### config.mk
export PLATFORM = sky130hd
export DESIGN_NAME = melody_beat_sequencer
export DESIGN_NICKNAME = d
export VERILOG_FILES = /design/src/rtl/melody_beat_sequencer.sv
export SDC_FILE = /design/constraint.sdc
export NUM_CORES = 1
export LEC_CHECK = 0
export CORE_UTILIZATION = 60
export CTS_BUF_LIST = sky130_fd_sc_hd__clkbuf_8 sky130_fd_sc_hd__clkbuf_16
export DETAILED_ROUTE_END_ITERATION = 7
export PLACE_DENSITY = 0.83
export SETUP_SLACK_MARGIN = 0.4
export SYNTH_ARGS = -nofsm -noshare
export SYNTH_HDL_FRONTEND = slang
export SYNTH_SLANG_ARGS = --single-unit
### constraint.sdc
create_clock -name clk -period 4.84 [get_ports clk]
set_input_delay 0.968 -clock clk [delete_from_list [all_inputs] [get_ports clk]]
set_output_delay 0.968 -clock clk [all_outputs]
set_load 0.05 [all_outputs]
### src/rtl/melody_beat_sequencer.sv
// Beat-index sequencer for the melody lookup stage: divides clk into beat periods and
// steps beats from 0 to LAST_BEAT with start/stop/pause, tempo select and optional looping.
module melody_beat_sequencer #(
   parameter int BEAT_DIV  = 12500000,
   parameter int LAST_BEAT = 67,
   parameter bit LOOP      = 1'b0
) (
   input  logic       clk,
   input  logic       rst_n,
   input  logic       start,
   input  logic       stop,
   input  logic       pause,
   input  logic [1:0] tempo,
   output logic [7:0] beats,
   output logic       beat_tick,
   output logic       playing,
   output logic       done
);

   // div_cnt must reach 2*BEAT_DIV-1 (slow tempo); period itself needs one more bit.
   localparam int CNT_W = $clog2(2 * BEAT_DIV);
   localparam int PER_W = CNT_W + 1;

   localparam logic [PER_W-1:0] PER_NORM = PER_W'(BEAT_DIV);
   localparam logic [PER_W-1:0] PER_FAST = PER_W'(BEAT_DIV / 2);
   localparam logic [PER_W-1:0] PER_SLOW = PER_W'(2 * BEAT_DIV);
   localparam logic [7:0]       LAST     = 8'(LAST_BEAT);

   typedef enum logic [1:0] {
      IDLE  = 2'd0,
      PLAY  = 2'd1,
      PAUSE = 2'd2,
      DONE  = 2'd3
   } state_t;

   state_t           state;
   logic [CNT_W-1:0] div_cnt;
   logic [PER_W-1:0] period;
   logic [PER_W-1:0] tempo_period;
   logic [PER_W-1:0] period_m1;
   logic             wrap;

   always_comb begin
      tempo_period = PER_NORM;
      case (tempo)
         2'b01:   tempo_period = PER_FAST;
         2'b10:   tempo_period = PER_SLOW;
         default: tempo_period = PER_NORM;
      endcase
   end

   assign period_m1 = period - PER_W'(1);
   assign wrap      = ({1'b0, div_cnt} == period_m1);

   // Priority: stop > start > pause > beat advance. Pause freezes div_cnt so a
   // resumed beat finishes the remainder of its period.
   always_ff @(posedge clk or negedge rst_n) begin
      if (!rst_n) begin
         state     <= IDLE;
         beats     <= 8'd0;
         beat_tick <= 1'b0;
         playing   <= 1'b0;
         done      <= 1'b0;
         div_cnt   <= '0;
         period    <= PER_NORM;
      end else begin
         beat_tick <= 1'b0;
         done      <= 1'b0;
         if (stop) begin
            state   <= IDLE;
            beats   <= 8'd0;
            div_cnt <= '0;
            playing <= 1'b0;
         end else if (start) begin
            state   <= PLAY;
            beats   <= 8'd0;
            div_cnt <= '0;
            period  <= tempo_period;
            playing <= 1'b1;
         end else if (pause && state == PLAY) begin
            state   <= PAUSE;
            playing <= 1'b0;
         end else if (pause && state == PAUSE) begin
            state   <= PLAY;
            playing <= 1'b1;
         end else if (state == PLAY) begin
            if (wrap) begin
               div_cnt <= '0;
               period  <= tempo_period;
               if (beats < LAST) begin
                  beats     <= 8'(beats + 8'd1);
                  beat_tick <= 1'b1;
               end else if (LOOP) begin
                  beats     <= 8'd0;
                  beat_tick <= 1'b1;
               end else begin
                  // Terminal step: rest outputs downstream, no tick, one done pulse.
                  beats   <= 8'd0;
                  state   <= DONE;
                  playing <= 1'b0;
                  done    <= 1'b1;
               end
            end else begin
               div_cnt <= div_cnt + CNT_W'(1);
            end
         end
      end
   end

endmodule

## Word-level counts from Yosys, hierarchy flattened

Cells that the tools add are included.

- $add $sub $neg: 3
- $lt $le $gt $ge: 1
- Equal/unequal tests: 10
- Multiplexer cells: 47
- Bitwise logic cells: 1
- Reduce and logical (&&, ||, !) cells: 12

Operators with widths:

| operator | number |
|---|---|
| $mux 25 | 6 |
| $mux 26 | 5 |
| $mux 8 | 7 |
| $pmux 25 s2 | 1 |
| $eq 25x26->1 | 1 |
| $sub 26x1->26 const B | 1 |
| $add 25x1->25 const B | 1 |
| $mux 1 | 21 |
| $mux 2 | 7 |
| $reduce_bool 5->1 | 2 |
| $add 8x1->8 const B | 1 |
| $lt 8x7->1 const B | 1 |
| $ne 3x3->1 const B | 2 |
| $reduce_and 3->1 | 2 |
| $reduce_bool 3->1 | 2 |
| $ne 5x5->1 const B | 1 |
| $reduce_and 5->1 | 1 |
| $eq 2x1->1 const B | 2 |
| $eq 2x2->1 const B | 2 |
| $ne 2x2->1 const B | 2 |
| $reduce_and 4->1 | 1 |
| $reduce_bool 2->1 | 2 |
| $logic_and 1x1->1 | 2 |
| $not 1->1 | 1 |

- Flip-flop bits (word level): 64
- Input bits: 7
- Output and inout bits: 11
- Logic and storage cells: 81

## Longest topological paths before layout

Gate-level depths: netlist (run 1).

- Word-level depth: 8
- Gate-level depth with buffers: 9
- Depth with buffers taken out: 8

## Worst setup path before layout (run 1)

Ideal clock, no wire load.

- Path kind: input to register
- From: input pause
- To: register div_cnt[13]
- Setup time: 121 ps
- Arrival time: 2,406 ps
- Required time: 4,719 ps
- Slack: 2,312 ps
- Stages on the path: 6
- Buffers on the path: 1
- Cell sequence: or3b_2 -> clkbuf_1 -> a211oi_1 -> nand4_1 -> xor2_1 -> nor2_1

- Longest elaborated chain between the ends: 3
- Elaborated cells between the ends (all ways): 5
- Classes of those cells: 2 x eq/ne; 3 x reduce/logical

Ends and longest elaborated chain:

| element | RTL line | RTL |
|---|---|---|
| start: declaration | 12 | `input logic pause,` |
| $logic_and 1x1->1 (on tied branches) | 83, 80 |  |
| $ne 3x3->1 (no line) | -- |  |
| $reduce_and 3->1 (no line) (*) | -- |  |
| end signal: assignment | 104 | `div_cnt <= div_cnt + CNT_W'(1);` |
| end: declaration | 37 | `logic [CNT_W-1:0] div_cnt;` |

Mark *: on every way between the ends. The rest lies on a longest branch, timed or not.
A chain may end at the register's enable or synchronous reset.

## Final worst setup path (run 1)

- From: register period[23]
- To: register beats[0]

- Longest elaborated chain between the ends: 4

Ends and longest elaborated chain:

| element | RTL line | RTL |
|---|---|---|
| start: declaration | 38 | `logic [PER_W-1:0] period;` |
| start signal: assignment | 78 | `period <= tempo_period;` |
| start signal: assignment | 89 | `period <= tempo_period;` |
| $sub 26x1->26 | 52 | `assign period_m1 = period - PER_W'(1);` |
| $eq 25x26->1 | 53 | `assign wrap = ({1'b0, div_cnt} == period_m1);` |
| $reduce_bool 3->1 (no line) | -- |  |
| $reduce_and 4->1 (no line) | -- |  |
| end signal: assignment | 91 | `beats <= 8'(beats + 8'd1);` |
| end: declaration | 14 | `output logic [7:0] beats,` |

Every way passes these cells.

==> impl_metrics.yaml, run 1 <==
cells_and_area:
  areaGrowthSynthToFinish_pct: 12.15
  final_common_cell: "dfrtp_1"
  n_antenna_cell: 0
  mostFrequentLayoutCells: "dfrtp_1, nor2_1, xor2_1"
  drive_gt1_frac: 0.06908
  nFillCells: 297
  multi_input_area_mm2: 0.001446
  fin_nets: 319
  final_core_util: 0.7212
  seq_area_mm2: 0.001105
timing:
  relSlewSlack: 0.2095
  fmax_mhz: 317.1
  hold_viol_final: 0
  worst_slew_pin_slew_ns: 1.183
  slew_viol_final: 0
  fin_crit_sh: 0.6515
  final.setup_skew_ns: 0.007842
  setup_viol: 0
  rsz0062_at_grt: "no"
  period_needed_ns: 3.153
  tns_ns: 0
yosys:
  ys_warn_count: 0
  syn_nets: 306
  ys_types: 52
  netlist_area_mm2: 0.002646
  synthFlopType: "dfrtp_1"
  synth_edf_count: 0
  synth.largest_area_cell: "dfrtp_1"
  async_flop_share: 1.000
  syn_inst: 291
  synth.area.top_cells: "dfrtp_1, xor2_1, nor2_1, nand3_1, ha_1"
  yosys_register_bits: 44
  seq_area_frac_synth: 0.4175
  synth_area_per_cell_um2: 9.094
  yosys.area.top_type_share: 0.3877
placement:
  io_buffers: 17
  place_congestion: 0.8624
  dpl.hpwl_um: 4057
worst_setup_path:
  crit_type: "flop to flop"
  crit_start: "period[23]"
  reg2reg_depth: 8
  crit_end: "beats[0]"
  worst_setup_path_end_kind: "flop"
  critical_path_arrival_ns: 3.33
  cp.required_ns: 5.01
  cp-start-kind: "flop"
  rr_startpoint: "period[23]"
  r2r_end: "beats[0]"
  cp_max_fo: 15
  reg2reg_slack_ns: 1.69
power:
  powerDensity_mw_per_mm2: 274.0
  switching_share: 0.2409
  power.switching_uw: 195.9
  p_comb_frac: 0.116
  power_frac_seq: 0.480
  clkPwrFrac: 0.404
  leakage_uw: 0.001196
  p_int_uw: 617.3
  ir_drop_mv: 0.1395
floorplan:
  dieArea_mm2: 0.004680
  die_y_um: 68.41
  initial_core_util: 0.6431
  ios: 18
  rows: 23
  coreArea_mm2: 0.004115
  die_w_um: 68.41
routing:
  drc: 0
  vias: 2298
  detail_route.iter0.violations: 191
  wirelength_um: 5898
  ant_nets: 0
  first_pass_iters: 4
  via_per_inst: 6.492
  wl_per_cell_um: 16.66
grt:
  first_global_vias: 2164
  grt_pass1_wl_um: 9901
  grt.overflow.total: 0
  grt_max_degree: 45
  antenna_found_initial: 0
  grt_use_total: 0.2870
clock_tree:
  clk_pin_slew_ns: 0.08
  tritoncts: "built"
  htree_num_levels: 2
  cts_setup_buffers: 0
  cts_buffers: 5
  cts_resized: 0
  clock_sinks: 44
  holdBufCountCts: 0
  root_buffer: "clkbuf_8"
  insertion_delay_ns: 0.30
  clockBufferDepth: 2
flow_run:
  max-cap-violations: 0
hold_path:
  worstHoldPathType: "flop to flop"
  hold_start: "period[21]"
run_status:
  status: "completed"
-- sequential cells by signal (all words and copies together) (netlist names) --
signal,flops
beat_tick,1
div_cnt,25
period,6
done,1
state,2
beats,8
playing,1
-- synth_stat cells (6+ instances only) --
master and n:
dfrtp_1 41, nand2_1 18, a21oi_1 14, xnor2_1 7, ha_1 8, nand3_1 21, clkbuf_1 9, xor2_1 23
or3_1 9, nor2_1 33, nand4_1 14, inv_1 10, o21ai_0 8, nor4_1 6
-- worst max-delay path: stages, from the launching register on --
cell     delay [ns]
dfstp_2        0.61
inv_1          0.06
ha_1           0.20
ha_1           0.29
xnor2_1        0.17
nor4_1         0.32
nand4_1        0.55
or3_1          0.66
mux2i_1        0.17
-- cell families (layout without fill, tap and decap cells) --
logic type,count (synthesis),count (layout),share of synthesized area
adder cells (fa/ha/maj),8,8,0.03783
buffers and inverters,24,37,0.03593
AND/OR/NAND/NOR,131,131,0.2619
AO/OA/AOI/OAI,52,52,0.1400
flip-flops,44,44,0.4175
multiplexers,2,2,0.007565
XOR/XNOR,30,30,0.09929
-- layer usage --
| layer | global-route usage | wire (µm) |
|---|---|---|
| met4 | 0.1094 | 123 |
| met2 | 0.4620 | 2713 |
| met1 | 0.3809 | 2659 |
| met3 | 0.05167 | 401 |
| met5 | 0 | 0 |
-- worst min path at each step --
| stage | to | slack [ns] | cells after the start |
|---|---|---|---|
| after CTS | div_cnt[1] | 0.56 | 2 |
| after global routing | period[21] | 0.60 | 2 |
| after global placement | div_cnt[1] | 0.52 | 2 |
| after floorplan | div_cnt[1] | 0.50 | 2 |
| after detailed placement | div_cnt[1] | 0.54 | 2 |
| final | period[21] | 0.56 | 2 |
-- cell type report --
class / instances / share of cell area
timing repair buffer: 20 / 0.06324
clock inverter: 2 / 0.02024
sequential: 44 / 0.3723
tap: 50 / 0.02108
inverter: 10 / 0.01265
clock buffer: 5 / 0.02319
multi-input combinational: 223 / 0.4874
-- stage by stage --
step,std cells,hold slack [ns],worst slack [ns],area (µm²),power (µW)
5_1_grt,354,0.5963,1.513,2968,841.5
4_1_cts,354,0.5578,1.696,2968,816.9
2_1_floorplan,291,0.4954,2.312,2646,456.1
3_5_place_dp,347,0.5390,1.535,2839,489.2
3_3_place_gp,347,0.5156,1.622,2839,486.6
6_report,354,0.5608,1.687,2968,813.2
-- power by group through the flow --
stage | clock (µW) | sequential, µW | combinational [µW]
after floorplan | 0 | 395 | 61.0
after global placement | 0 | 396 | 90.4
after detailed placement | 0 | 397 | 92.4
after CTS | 334 | 389 | 94.0
after global routing | 346 | 391 | 104
final | 329 | 390 | 94.2
No activity file was read; power rests on OpenSTA's default activity.
==> run 2: changes to the inputs <==
--- a/config.mk
+++ b/config.mk
@@ -5,10 +5,10 @@
 export SDC_FILE = /design/constraint.sdc
 export NUM_CORES = 1
 export LEC_CHECK = 0
-export CORE_UTILIZATION = 60
+export CORE_UTILIZATION = 53
 export CTS_BUF_LIST = sky130_fd_sc_hd__clkbuf_8 sky130_fd_sc_hd__clkbuf_16
 export DETAILED_ROUTE_END_ITERATION = 7
-export PLACE_DENSITY = 0.83
+export PLACE_DENSITY = 0.78
 export SETUP_SLACK_MARGIN = 0.4
 export SYNTH_ARGS = -nofsm -noshare
 export SYNTH_HDL_FRONTEND = slang
==> constraint.sdc (replaced) <==
create_clock -name clk -period 2.63 [get_ports clk]
set_input_delay 0.526 -clock clk [delete_from_list [all_inputs] [get_ports clk]]
set_output_delay 0.526 -clock clk [all_outputs]
set_load 0.05 [all_outputs]
==> impl_metrics.yaml, run 2 (synthesis results as in run 1) <==
run_status:
  status: "completed"
routing:
  drc: 0
  ant_nets: 0
  vias: 2424
  detail_route.iter0.violations: 263
  via_per_inst: 6.137
  wirelength_um: 6899
  wl_per_cell_um: 17.47
  first_pass_iters: 4
clock_tree:
  root_buffer: "clkbuf_8"
  insertion_delay_ns: 0.31
  tritoncts: "built"
  clockBufferDepth: 2
  clock_sinks: 44
  htree_num_levels: 2
  holdBufCountCts: 0
  clk_pin_slew_ns: 0.09
  cts_buffers: 5
grt:
  grt_pass1_wl_um: 10790
  grt_max_degree: 45
  grt_use_total: 0.2675
  first_global_vias: 2235
  grt.overflow.total: 0
  antenna_found_initial: 0
worst_setup_path:
  cp_num_buf_inv: 2
  cp-start-kind: "flop"
  worst_path_max_delay_cell: "or4_4"
  cp_top_family: "simple AND/OR/NAND/NOR gates"
  cp.required_ns: 2.88
  critical_path_arrival_ns: 2.65
  crit_type: "flop to flop"
  path_cells: "buf_4 > or3_4 > a222oi_1 > nand4_1 > buf_4 > or4_4 > a31o_1"
  max_stage_delay_ns: 0.44
  crit_top_cell: "buf_4"
  cp_max_fo: 6
  worst_setup_path_end_kind: "flop"
timing:
  hold_viol_final: 0
  fin_ws_ns: 0.2310
  relSlewSlack: 0.3468
  final.setup_skew_ns: 0.01186
  tns_ns: 0
  fin_crit_sh: 0.9122
  fmax_mhz: 416.8
  slew_viol_final: 0
  setup_viol: 0
  period_needed_ns: 2.399
  worst_slew_pin_slew_ns: 0.9797
  rsz0062_at_grt: "yes"
cells_and_area:
  mostFrequentLayoutCells: "dfrtp_1, xor2_1, nand3_1"
  areaGrowthSynthToFinish_pct: 28.89
  final_common_cell: "dfrtp_1"
  top_regs: "div_cnt (25), beats (8), period (6)"
  n_antenna_cell: 0
  largest_reg_flops: 25
  fin_nets: 342
  regMostFlops: "div_cnt"
  drive_gt1_frac: 0.2500
placement:
  dpl.hpwl_um: 4238
  dp_slack_ns: 0.07208
  io_buffers: 17
  place_congestion: 0.8435
floorplan:
  coreArea_mm2: 0.004755
  rows: 25
  dieArea_mm2: 0.005279
  ios: 18
  initial_core_util: 0.5566
  die_y_um: 72.66
  die_w_um: 72.66
hold_path:
  worstHoldPathType: "input pin to asynchronous set/reset pin"
power:
  powerDensity_mw_per_mm2: 441.5
  leakage_uw: 0.001347
  ir_drop_mv: 0.4426
flow_run:
  max-cap-violations: 0
[run 2: changes by cell type in the layout (fill, tap and decap cells not counted), moves of 5 or more]
cell,before,now
buf_6,0,5
nor2_2,0,14
nor2_4,0,6
buf_4,3,19
nor2_1,33,13
[run 2: metrics by stage]
step           cells  power, µW  utilization  hold WS [ns]  instance area [µm²]
2_1_floorplan    291      858.7            -        0.2304                 2685
5_1_grt          395       1563       0.7174        0.4664                 3411
4_1_cts          392       1473       0.6742        0.4004                 3206
3_5_place_dp     378      935.3       0.6305        0.5378                 2998
6_report         395       1506       0.7174        0.3772                 3411
3_3_place_gp     378      929.5       0.6305        0.5218                 2998
[run 2: area by class of cell]
cell class	count	area, µm²
timing repair buffer	43	394.1
sequential	44	1105
fill	350	1344
clock buffer	5	68.82
inverter	10	37.54
tap	67	83.83
clock inverter	3	42.54
multi-input combinational	223	1679
[run 2: what timing repair did]
action / in CTS / in global routing
pin swaps: 8 / 23
setup buffers: 4 / 3
resized for setup: 15 / 46
gates cloned: 2 / 0
endpoints found under the setup margin: 37 / 43
[run 2: power by group]
part	total [µW]	internal [µW]	leakage, µW	switching [µW]
Combinational	258	109	0.000696	149
Clock	533	281	0.0000541	251
Sequential	716	695	0.000597	20.1
[run 2: worst paths after layout]
path	from	to	slack, ns	depth (start not counted)
max	period[23]	period[23]	0.23	7
min	rst_n	div_cnt[23]	0.38	1
max reg2reg	period[23]	period[23]	0.23	7
min reg2reg	period[21]	period[21]	0.57	2
max in group asynchronous	rst_n	div_cnt[16]	1.66	1
min in group clk	period[21]	period[21]	0.57	2
[run 2: routing by layer]
layer / share of wire / wire (µm) / vias up / track usage
li1: - / - / 1125 / -
met1: 0.43 / 2968 / 1206 / 0.3682
met2: 0.50 / 3442 / 75 / 0.4268
met3: 0.046 / 319 / 18 / 0.04972
met4: 0.024 / 169 / 0 / 0.08932
met5: 0 / 0 / - / 0
[run 2: worst reg2reg max path, cell delays in order (launching register included)]
cell,delay [ns]
dfstp_2,0.39
buf_4,0.15
or3_4,0.39
a222oi_1,0.36
nand4_1,0.22
buf_4,0.20
or4_4,0.44
a31o_1,0.19
==> run 3: changes to the inputs <==
--- a/config.mk
+++ b/config.mk
@@ -5,10 +5,11 @@
 export SDC_FILE = /design/constraint.sdc
 export NUM_CORES = 1
 export LEC_CHECK = 0
+export ABC_AREA = 0
 export CORE_UTILIZATION = 53
 export CTS_BUF_LIST = sky130_fd_sc_hd__clkbuf_8 sky130_fd_sc_hd__clkbuf_16
 export DETAILED_ROUTE_END_ITERATION = 7
-export PLACE_DENSITY = 0.78
+export PLACE_DENSITY_LB_ADDON = 0.15
 export SETUP_SLACK_MARGIN = 0.4
 export SYNTH_ARGS = -nofsm -noshare
 export SYNTH_HDL_FRONTEND = slang
==> impl_metrics.yaml, run 3 (synthesis results as in run 1) <==
worst_setup_path:
  cp-start-kind: "flop"
  critical_path_arrival_ns: 2.64
  reg2reg_depth: 12
  cp_max_fo: 6
  cp.required_ns: 2.82
  crit_type: "flop to flop"
  worst_setup_path_end_kind: "flop"
hold_path:
  worstHoldPathType: "input pin to asynchronous set/reset pin"
routing:
  ant_nets: 0
  vias: 2346
  detail_route.iter0.violations: 184
  drc: 0
  wl_per_cell_um: 16.85
  via_per_inst: 5.939
  wirelength_um: 6655
  first_pass_iters: 4
cells_and_area:
  drive_gt1_frac: 0.2287
  fin_nets: 342
  largest_reg_flops: 25
  regMostFlops: "div_cnt"
  top_regs: "div_cnt (25), beats (8), period (6)"
  final_common_cell: "dfrtp_1"
  areaGrowthSynthToFinish_pct: 29.60
  mostFrequentLayoutCells: "dfrtp_1, nor2_1, xor2_1"
  fin_cells: 395
  n_antenna_cell: 0
timing:
  rsz0062_at_grt: "yes"
  hold_viol_final: 0
  fin_crit_sh: 0.9304
  period_needed_ns: 2.447
  setup_viol: 0
  tns_ns: 0
  worst_slew_pin_slew_ns: 0.9968
  final.setup_skew_ns: 0.006472
  fmax_mhz: 408.7
  relSlewSlack: 0.3355
  slew_viol_final: 0
power:
  leakage_uw: 0.001383
  finalPower_uw: 1422
  ir_drop_mv: 0.2558
  powerDensity_mw_per_mm2: 414.8
clock_tree:
  root_buffer: "clkbuf_8"
  clk_pin_slew_ns: 0.08
  tritoncts: "built"
  htree_num_levels: 2
  insertion_delay_ns: 0.30
  cts_buffers: 5
  clockBufferDepth: 2
  clock_sinks: 44
placement:
  io_buffers: 17
  placed_cells: 376
  place_congestion: 0.8158
  dpl.hpwl_um: 4247
grt:
  first_global_vias: 2148
  grt.overflow.total: 0
  antenna_found_initial: 0
  grt_pass1_wl_um: 10440
  grt_use_total: 0.2632
  grt_max_degree: 45
floorplan:
  ios: 18
  dieArea_mm2: 0.005279
  initial_core_util: 0.5566
  die_y_um: 72.66
  die_w_um: 72.66
  coreArea_mm2: 0.004755
  rows: 25
flow_run:
  max-cap-violations: 0
run_status:
  status: "completed"
[run 3: cell types whose count changed in the layout (fill, tap and decap cells not counted), moves of 2 or more]
cell,change
a21oi_1,-2
nor2_1,+10
buf_6,-2
nor4_4,+2
buf_8,-2
o31ai_1,-2
o21ai_1,-3
a21oi_2,+2
nor4_2,-2
inv_1,+2
nor2_2,-8
o21ai_0,+2
nor2_4,-2
[run 3: final timing paths]
| path | startpoint | to | slack, ns |
|---|---|---|---|
| max reg2reg | period[23] | div_cnt[5] | 0.18 |
| max | period[23] | div_cnt[5] | 0.18 |
| max in group asynchronous | rst_n | period[22] | 1.62 |
| min | rst_n | beats[5] | 0.39 |
| min reg2reg | div_cnt[1] | div_cnt[1] | 0.55 |
| min in group clk | div_cnt[1] | div_cnt[1] | 0.55 |
[run 3: per-layer routing]
metal	share of wire	up-vias	GRT usage
met5	0	-	0
met3	0.042	8	0.06768
met1	0.47	1157	0.3601
met2	0.48	54	0.4050
li1	-	1127	-
met4	0.0098	0	0.09150
[run 3: area by class of cell]
| cell class | count | area (µm²) |
|---|---|---|
| Clock inverter | 2 | 7.507 |
| Timing Repair Buffer | 43 | 421.7 |
| Inverter | 10 | 37.54 |
| Multi-Input combinational cell | 223 | 1692 |
| Clock buffer | 6 | 82.58 |
| Fill cell | 352 | 1325 |
| Tap cell | 67 | 83.83 |
| Sequential cell | 44 | 1105 |
[run 3: critical path, stage by stage, from the launching register on]
cell       delay [ns]
dfstp_2          0.56
inv_2            0.05
ha_4             0.16
ha_4             0.25
xnor2_4          0.15
nor4_4           0.15
nand4_1          0.16
buf_6            0.18
buf_6            0.12
o31ai_4          0.20
buf_6            0.17
clkbuf_16        0.15
nor2_2           0.04
[run 3: per-stage QoR]
stage            util  setup WS [ns]  hold slack [ns]  instance area (µm²)
3_5_place_dp   0.6300        0.05028           0.5373                 2995
2_1_floorplan       -         0.2490           0.2304                 2685
5_1_grt        0.7213        0.07305           0.4706                 3430
6_report       0.7213         0.1830           0.3869                 3430
3_3_place_gp   0.6300        0.09127           0.5260                 2995
4_1_cts        0.6903         0.2176           0.4178                 3282
[run 3: timing repair]
action / in CTS / in global routing
pin swaps: 11 / 7
endpoints found under the setup margin: 43 / 43
hold buffers: 0 / 0
resized for setup: 18 / 28
cloned: 1 / 1
setup buffers: 9 / 0
[run 3: where the power goes]
part           switching (µW)  leakage [µW]  internal [µW]
logic                     154      0.000732            122
registers                19.9      0.000597            695
clock network             225     0.0000538            207
total                     398       0.00138           1020
